==> src/rtl/arb_mux.sv <==
// -----------------------------------------------------------------------------
// arb_mux -- registered C-to-1 channel multiplexer with valid/ready handshake.
//
// Picks one of C producer channels, either by an explicit select (mode = 0)
// or by round-robin arbitration (mode = 1). The winning beat goes through a
// single output register stage toward one consumer.
//
// Parameters:
//   N   data width per channel
//   C   channel count (2..64, any value, not only powers of two)
//   SW  channel index width, derived from C; do not override
//
// Ports:
//   clk        single clock, all state updates on the rising edge
//   rst        synchronous, active-high reset
//   mode       0 = fixed select by s, 1 = round-robin
//   s          channel select, only used when mode = 0
//   in_valid   per-channel valid
//   in_data    packed channel data, channel k at [k*N +: N]
//   in_ready   per-channel ready, one-hot or zero
//   out_valid  output register holds a beat
//   out_data   registered data of the held beat
//   out_ch     index of the channel that supplied out_data
//   out_ready  consumer accepts the beat when out_valid & out_ready
// -----------------------------------------------------------------------------
module arb_mux #(
  parameter int N  = 32,
  parameter int C  = 16,
  parameter int SW = $clog2(C)
) (
  input  logic           clk,
  input  logic           rst,
  input  logic           mode,
  input  logic [SW-1:0]  s,
  input  logic [C-1:0]   in_valid,
  input  logic [C*N-1:0] in_data,
  output logic [C-1:0]   in_ready,
  output logic           out_valid,
  output logic [N-1:0]   out_data,
  output logic [SW-1:0]  out_ch,
  input  logic           out_ready
);

  // One extra bit so that (last + i) never overflows before the wrap.
  // The largest sum is 2C-1, which always fits because C <= 2**SW.
  localparam int            SW1      = SW + 1;
  localparam logic [SW:0]   C_W      = SW1'(C);
  localparam logic [SW-1:0] LAST_RST = SW'(C - 1);
  localparam logic [C-1:0]  ONE_HOT0 = C'(1);

  logic          out_valid_q, out_valid_d;
  logic [N-1:0]  out_data_q,  out_data_d;
  logic [SW-1:0] out_ch_q,    out_ch_d;
  logic [SW-1:0] last_q,      last_d;

  logic          load;
  logic          rr_found;
  logic [SW-1:0] rr_idx;
  logic [SW:0]   rr_cand;
  logic          fx_found;
  logic          grant_found;
  logic [SW-1:0] grant_idx;
  logic          xfer;

  // The register can take a new beat when it is empty or being drained now.
  // out_ready reaches in_ready through this term on purpose (no skid buffer).
  assign load = ~out_valid_q | out_ready;

  // Round-robin search: candidates last+1, ..., C-1, 0, ..., last.
  // The pointer itself is visited last, so the previous winner has lowest
  // priority.
  always_comb begin : rr_search
    // NOTE: every signal written here is given a default first, so no path
    // leaves it unassigned and no latch is inferred.
    rr_found = 1'b0;
    rr_idx   = '0;
    rr_cand  = '0;
    for (int i = 1; i <= C; i++) begin
      rr_cand = {1'b0, last_q} + SW1'(i);
      if (rr_cand >= C_W) begin
        rr_cand = rr_cand - C_W;
      end
      if (!rr_found && in_valid[rr_cand[SW-1:0]]) begin
        rr_found = 1'b1;
        rr_idx   = rr_cand[SW-1:0];
      end
    end
  end

  // Fixed select: a select past the last channel never grants. This can only
  // happen when C is not a power of two.
  assign fx_found = ({1'b0, s} < C_W) && in_valid[s];

  assign grant_found = mode ? rr_found : fx_found;
  assign grant_idx   = mode ? rr_idx   : s;

  // Nothing is accepted during reset, because the register is cleared anyway.
  assign xfer     = load & grant_found & ~rst;
  assign in_ready = xfer ? (ONE_HOT0 << grant_idx) : '0;

  always_comb begin : next_state
    out_valid_d = out_valid_q;
    out_data_d  = out_data_q;
    out_ch_d    = out_ch_q;
    last_d      = last_q;
    if (load) begin
      // An empty load clears valid but keeps the stale data and channel.
      out_valid_d = grant_found;
      if (grant_found) begin
        out_data_d = in_data[int'(grant_idx) * N +: N];
        out_ch_d   = grant_idx;
        // Fixed-select transfers must not disturb the round-robin pointer.
        if (mode) begin
          last_d = grant_idx;
        end
      end
    end
  end

  // NOTE: sequential state is written with non-blocking assignments only, so
  // every register samples values from before the edge.
  always_ff @(posedge clk) begin
    if (rst) begin
      out_valid_q <= 1'b0;
      out_data_q  <= '0;
      out_ch_q    <= '0;
      last_q      <= LAST_RST;   // channel 0 has first priority after reset
    end else begin
      out_valid_q <= out_valid_d;
      out_data_q  <= out_data_d;
      out_ch_q    <= out_ch_d;
      last_q      <= last_d;
    end
  end

  assign out_valid = out_valid_q;
  assign out_data  = out_data_q;
  assign out_ch    = out_ch_q;

endmodule
==> config.mk <==
export PLATFORM = sky130hd
export DESIGN_NAME = arb_mux
export DESIGN_NICKNAME = d
export VERILOG_FILES = /design/src/rtl/arb_mux.sv
export SDC_FILE = /design/constraint.sdc
export NUM_CORES = 1
export LEC_CHECK = 0
export ABC_AREA = 1
export CORE_AREA = 2 2 230 232
export DETAILED_ROUTE_END_ITERATION = 7
export DIE_AREA = 0 0 232 234
export PLACE_DENSITY_LB_ADDON = 0.05
export SLEW_MARGIN = 20
export SYNTH_ARGS = -nofsm -noshare
export SYNTH_HDL_FRONTEND = slang
export SYNTH_SLANG_ARGS = --single-unit
==> constraint.sdc <==
create_clock -name clk -period 10 [get_ports clk]
set_clock_uncertainty 0.2 [all_clocks]
set_input_delay 3 -clock clk [delete_from_list [all_inputs] [get_ports clk]]
set_output_delay 3 -clock clk [all_outputs]
set_load 0.005 [all_outputs]
== Word level (Yosys, flattened, before mapping) ==
Index checks and enable logic that the tools add are counted.

* Register bits: 41
* Input bits: 536
* Output and inout port bits: 53

* Add/subtract/negate cells: 32
* $lt $le $gt $ge: 33
* Shift-type cells: 2
* Multiplexer cells: 85
* Bitwise operators: 5
* Reduce and logical (&&, ||, !) cells: 32

{| class="wikitable"
|+ Operator list
! cell !! count
|-
| $shiftx A512 B10 Y32 || 1
|-
| $mux W4 || 33
|-
| $lt A4 B5 Y1 const B || 17
|-
| $ge A5 B5 Y1 const B || 16
|-
| $bmux W1 S4 || 17
|-
| $sub A4 B1 Y4 const B || 16
|-
| $add A4 B4 Y5 const B || 8
|-
| $mux W1 || 34
|-
| $add A4 B3 Y5 const B || 4
|-
| $mux W16 || 1
|-
| $shl A1 B4 Y16 const A || 1
|-
| $logic_and A1 B1 Y1 || 15
|-
| $logic_not A1 Y1 || 15
|-
| $add A4 B2 Y5 const B || 2
|-
| $add A4 B1 Y5 const B || 1
|-
| $add A4 B5 Y5 const B || 1
|-
| $reduce_and A3 Y1 || 1
|-
| $and A1 B1 Y1 || 2
|-
| $not A1 Y1 || 2
|-
| $reduce_and A2 Y1 || 1
|-
| $or A1 B1 Y1 || 1
|}

== Logic depth before layout (Yosys ltp) ==
* Depth after elaboration: 55
* Gate-level depth with buffers: 33
* Gate-level depth less buffers: 31

== Worst setup path before layout ==
No wires, ideal clock.

* Path kind: input to output
* Start: input in_valid[6]
* End: output in_ready[12]
* Data arrival time: 5.541 ns
* Data required time: 6.800 ns
* Slack: 1.259 ns
* Stages: 25
* Buffers on the path: 2
* Cells stage by stage: nand2_1 > nand3_1 > nand3_1 > nand2_1 > nand2_1 > nand2_4 > nor2_4 > nand4_2 > nor2_4 > nand4_2 > nor2_2 > nand2_2 > nor2_4 > nand3_1 > nor2_2 > inv_1 > o21ai_1 > inv_1 > nand2_1 > nand2_1 > o21ai_2 > buf_4 > buf_2 > nand3_1 > nor2_1

* Word-level cells in the longest chain between the ends: 52
* Elaborated cells on any way between the ends: 102
* Those cells by class: shift: 1; mux: 69; bitwise: 2; reduce/logical: 30

{| class="wikitable"
|+ RTL lines
! element !! RTL line !! source
|-
| from (decl) || 35 || <nowiki>input logic [C-1:0] in_valid,</nowiki>
|-
| $bmux W1 S4 || 83 || <nowiki>if (!rr_found && in_valid[rr_cand[SW-1:0]]) begin</nowiki>
|-
| $mux W1 (not written as such) || 83 ||
|-
| $mux W1 || 83 ||
|-
| $logic_not A1 Y1 || 83 ||
|-
| $logic_and A1 B1 Y1 || 83 ||
|-
| $mux W1 || 83 ||
|-
| $logic_not A1 Y1 || 83 ||
|-
| $logic_and A1 B1 Y1 || 83 ||
|-
| (+35 left out) || -- ||
|-
| $logic_and A1 B1 Y1 || 83 ||
|-
| $mux W1 || 83 ||
|-
| $logic_not A1 Y1 || 83 ||
|-
| $logic_and A1 B1 Y1 || 83 ||
|-
| $mux W1 || 83 ||
|-
| $mux W1 || 94 || <nowiki>assign grant_found = mode ? rr_found : fx_found;</nowiki>
|-
| $and A1 B1 Y1 (2 in series) || 98 || <nowiki>assign xfer = load & grant_found & ~rst;</nowiki>
|-
| $mux W16 (*) || 99 || <nowiki>assign in_ready = xfer ? (ONE_HOT0 << grant_idx) : '0;</nowiki>
|-
| to (decl) || 37 || <nowiki>output logic [C-1:0] in_ready,</nowiki>
|}

Every way passes the cells marked *; elsewhere a longest branch is shown, timed or not. The select of a mux whose other input is x is not followed.

== Final worst setup path ==
* Start: input in_valid[6]
* End: output in_ready[9]

The elaborated chain is that of the path after synthesis.

==> impl_summary.log <==
[metrics] required time of the critical path: 6.80 ns
[metrics] non-filler cells, final: 3177
[metrics] Syn Nets: 2502
[metrics] most crowded layer after global routing: met2
[metrics] number of detailed-routing iterations run before antenna repair: 8
[metrics] gp weighted congestion: 0.8697
[metrics] worst min path class: reg2reg
[metrics] mean instance size in the synthesized netlist: 4.818 um2
[metrics] GR Util met1: 25.00%
[metrics] post-detailed-route via-to-cell ratio: 4.455
[metrics] share of the core filled with cells in the final layout: 31.40%
[metrics] portion of synthesized cell area occupied by the leading cell type: 32.31%
[metrics] IO Port Bufs: 588
[metrics] max_slew headroom: 34.80%
[metrics] met3 demand-to-capacity share in global routing: 5.630%
[metrics] leakage power total: 7.822 nW
[metrics] horizontal die dimension: 232 um
[metrics] Cell variety after synth: 39
[metrics] Worst Max-Slew Pin Slew: 0.9779 ns
[metrics] clock root buffer master: sky130_fd_sc_hd__clkbuf_16
[metrics] antenna violations before repair: 19
[metrics] Power per Cell Area: 170.8 nW/um2
[metrics] final hold violation count: 0
[metrics] final worst path period need: 9.573 ns
[metrics] # Max-Cap Violations: 0
[metrics] post-route worst hold slack: 0.2947 ns
[metrics] worst-case clock buffer depth: 2
[metrics] Die ar.: 54290 um2
[metrics] most frequent standard cell in the layout excluding fill and tap cells: sky130_fd_sc_hd__nand2_1
[metrics] maximum level of the CTS H-tree: 2
[metrics] status: completed
[metrics] DRC: 0
[metrics] Final Cycle Share: 95.73%
[metrics] growth of design area from synthesis to finish: 73.21%
[metrics] total global-route track usage: 22.26%
[metrics] final setup margin: 0.4273 ns
[metrics] TritonCTS clock tree: built
[metrics] setup repair after global routing missed its margin: no
[metrics] remaining global-route overflow: 0
[metrics] highest clock rate: 104.5 MHz
[metrics] synth top area cells: sky130_fd_sc_hd__nand2_1 32%, sky130_fd_sc_hd__nand3_1 13%, sky130_fd_sc_hd__nor2_1 9.1%
[metrics] placed standard-cell area: 15920 um2
[metrics] area of the mapped netlist: 9433 um2
[metrics] largest net degree at the start of global routing: 109
[metrics] core footprint: 52020 um2
[metrics] initial drt markers: 568
[metrics] number of CTS-inserted buffers: 5
[metrics] wire length of the first global-routing pass: 90.03 mm
[metrics] final max-slew violation count: 0
[metrics] number of global-route vias before repair: 14270
[metrics] Final ANT Viol Nets: 0
[metrics] Critical Path Sink Type: primary output
[metrics] leading cell types in the layout, fill and taps excluded: 798 x sky130_fd_sc_hd__nand2_1, 569 x sky130_fd_sc_hd__clkdlybuf4s50_1, 245 x sky130_fd_sc_hd__nand3_1
[metrics] CTS sink cnt: 41
[metrics] worst-path fanout max: 4
[metrics] # setup viols final: 0
[metrics] share of post-route cells with drive strength above 1: 4.773%
[metrics] met2 global-route usage: 41.46%
[metrics] Warnings, synthesis: 0
[metrics] layout net count: 3016
[metrics] minimum setup slack after placement: -0.007497 ns
[metrics] setup TNS: 0 ns
[metrics] clock slew at reported path FFs: 0.06 ns
[metrics] number of register bits inferred by synthesis: 41
[metrics] overall power: 2.791 mW
[metrics] count of boundary I/O pins: 589
[metrics] most area-hungry cell type in the Yosys netlist: sky130_fd_sc_hd__nand2_1
[metrics] kind of critical path: in2out
[metrics] effective utilization at floorplan: 18.13%
[metrics] final non-filler cell area: 16340 um2
[metrics] critical path startpoint category: input port
[metrics] arrival time of the worst setup path: 6.37 ns
[metrics] placed insts: 3147
[metrics] wire length per cell: 19.69 um
[metrics] Seq/Total Area, Yosys: 8.701%
[metrics] total routed wirelength: 62.56 mm
[metrics] height of the die: 234 um
[metrics] Placement Rows: 84
[metrics] number of cells produced by synthesis: 1958
[metrics] fill cell total of the finished layout: 6014
[metrics] post-detailed-placement half-perimeter wirelength: 50.97 mm
[metrics] highest ir drop seen on vdd: 148.8 uV
[metrics] count of vias placed by the detailed router: 14160
[metrics] worst-skew pair later-pin latency: 0.28 ns
[final cells by class]
class	instances	area (um2)	share of cell area, %
inverters	234	878.3	5.376
well taps	688	860.8	5.269
diodes	17	42.54	0.2604
multi-input cells	1558	7301	44.69
flip-flops and latches	41	820.8	5.024
repair buffers	632	6292	38.51
clock buffers	7	142.6	0.8730
[logic make-up after synthesis]
family,synth area share [%]
AND/OR/NAND/NOR,59.66
buffers and inverters,15.92
AO/OA/AOI/OAI,13.94
flip-flops,8.701
adder cells (fa/ha/maj),1.061
XOR/XNOR,0.7163
[synth_stat cells (all sizes together)]
master,instances
o2111ai,2
dfxtp,41
xnor2,1
nand4,14
o221ai,2
or2,1
nor2,236
xor2,5
o211ai,111
buf,90
nor3,2
ha,8
clkinv,1
nand3,255
a21boi,1
o22ai,28
nand2,825
a21oi,10
clkbuf,35
inv,233
o21a,1
o21ai,36
o31ai,1
nand3b,19
[per-layer routing]
metal | routed length, um | vias to the layer above | part of all wire [%]
li1 | - | 7233 | -
met3 | 4393 | 58 | 7.0
met5 | 36 | - | 0.058
met4 | 1347 | 6 | 2.2
met1 | 24500 | 6457 | 39
met2 | 32280 | 401 | 52
[power breakdown]
part / internal [mW] / switching, mW / total [mW]
Sequential: 0.213 / 0.0289 / 0.242
Combinational: 0.850 / 1.53 / 2.38
Clock: 0.0983 / 0.0688 / 0.167
[registers in the layout, summed over array words and instances (netlist names)]
| register | cells |
|---|---|
| last_q | 4 |
| out_data | 32 |
| out_ch | 4 |
| out_valid | 1 |
[worst paths after layout]
| path | startpoint | to | slack (ns) | cells past startpoint |
|---|---|---|---|---|
| worst max-delay path | in_valid[6] | in_ready[9] | 0.43 | 26 |
| worst min-delay path | out_ch[2]$_SDFFE_PP0P_ | out_ch[2]$_SDFFE_PP0P_ | 0.29 | 2 |
| worst max register to register | last_q[1]$_SDFFE_PP1P_ | out_data[10]$_SDFFE_PP0P_ | 3.40 | 32 |
| worst min register to register | out_ch[2]$_SDFFE_PP0P_ | out_ch[2]$_SDFFE_PP0P_ | 0.29 | 2 |
[timing repair]
action / 4_1_cts / 5_1_grt
setup buffers: 0 / 6
cloned: 0 / 0
resized for setup: 3 / 51
pin swaps: 0 / 11
setup endpoints to repair: 4 / 16
hold buffers: 0 / 0
[critical path, cell delays in order]
cell                              delay (ns)
sky130_fd_sc_hd__dlymetal6s2s_1         0.16
sky130_fd_sc_hd__nand2_1                0.10
sky130_fd_sc_hd__nand3_1                0.13
sky130_fd_sc_hd__nand3_1                0.14
sky130_fd_sc_hd__nand2_1                0.12
sky130_fd_sc_hd__nand2_1                0.08
sky130_fd_sc_hd__nand2_1                0.09
sky130_fd_sc_hd__inv_1                  0.11
sky130_fd_sc_hd__nand4_4                0.12
sky130_fd_sc_hd__nor2_4                 0.15
sky130_fd_sc_hd__nand4_4                0.10
sky130_fd_sc_hd__nor2_4                 0.17
sky130_fd_sc_hd__nand2_2                0.10
sky130_fd_sc_hd__nor2_4                 0.12
sky130_fd_sc_hd__nand3_1                0.10
sky130_fd_sc_hd__nor2_2                 0.13
sky130_fd_sc_hd__buf_4                  0.14
sky130_fd_sc_hd__nand2_2                0.07
sky130_fd_sc_hd__nand3_2                0.12
sky130_fd_sc_hd__nand2_4                0.08
sky130_fd_sc_hd__nand2_8                0.10
sky130_fd_sc_hd__nand2_4                0.05
sky130_fd_sc_hd__inv_1                  0.07
sky130_fd_sc_hd__nand2_1                0.09
sky130_fd_sc_hd__nor2_2                 0.18
sky130_fd_sc_hd__clkdlybuf4s50_1        0.54
Power figures use the tool's default switching activity.
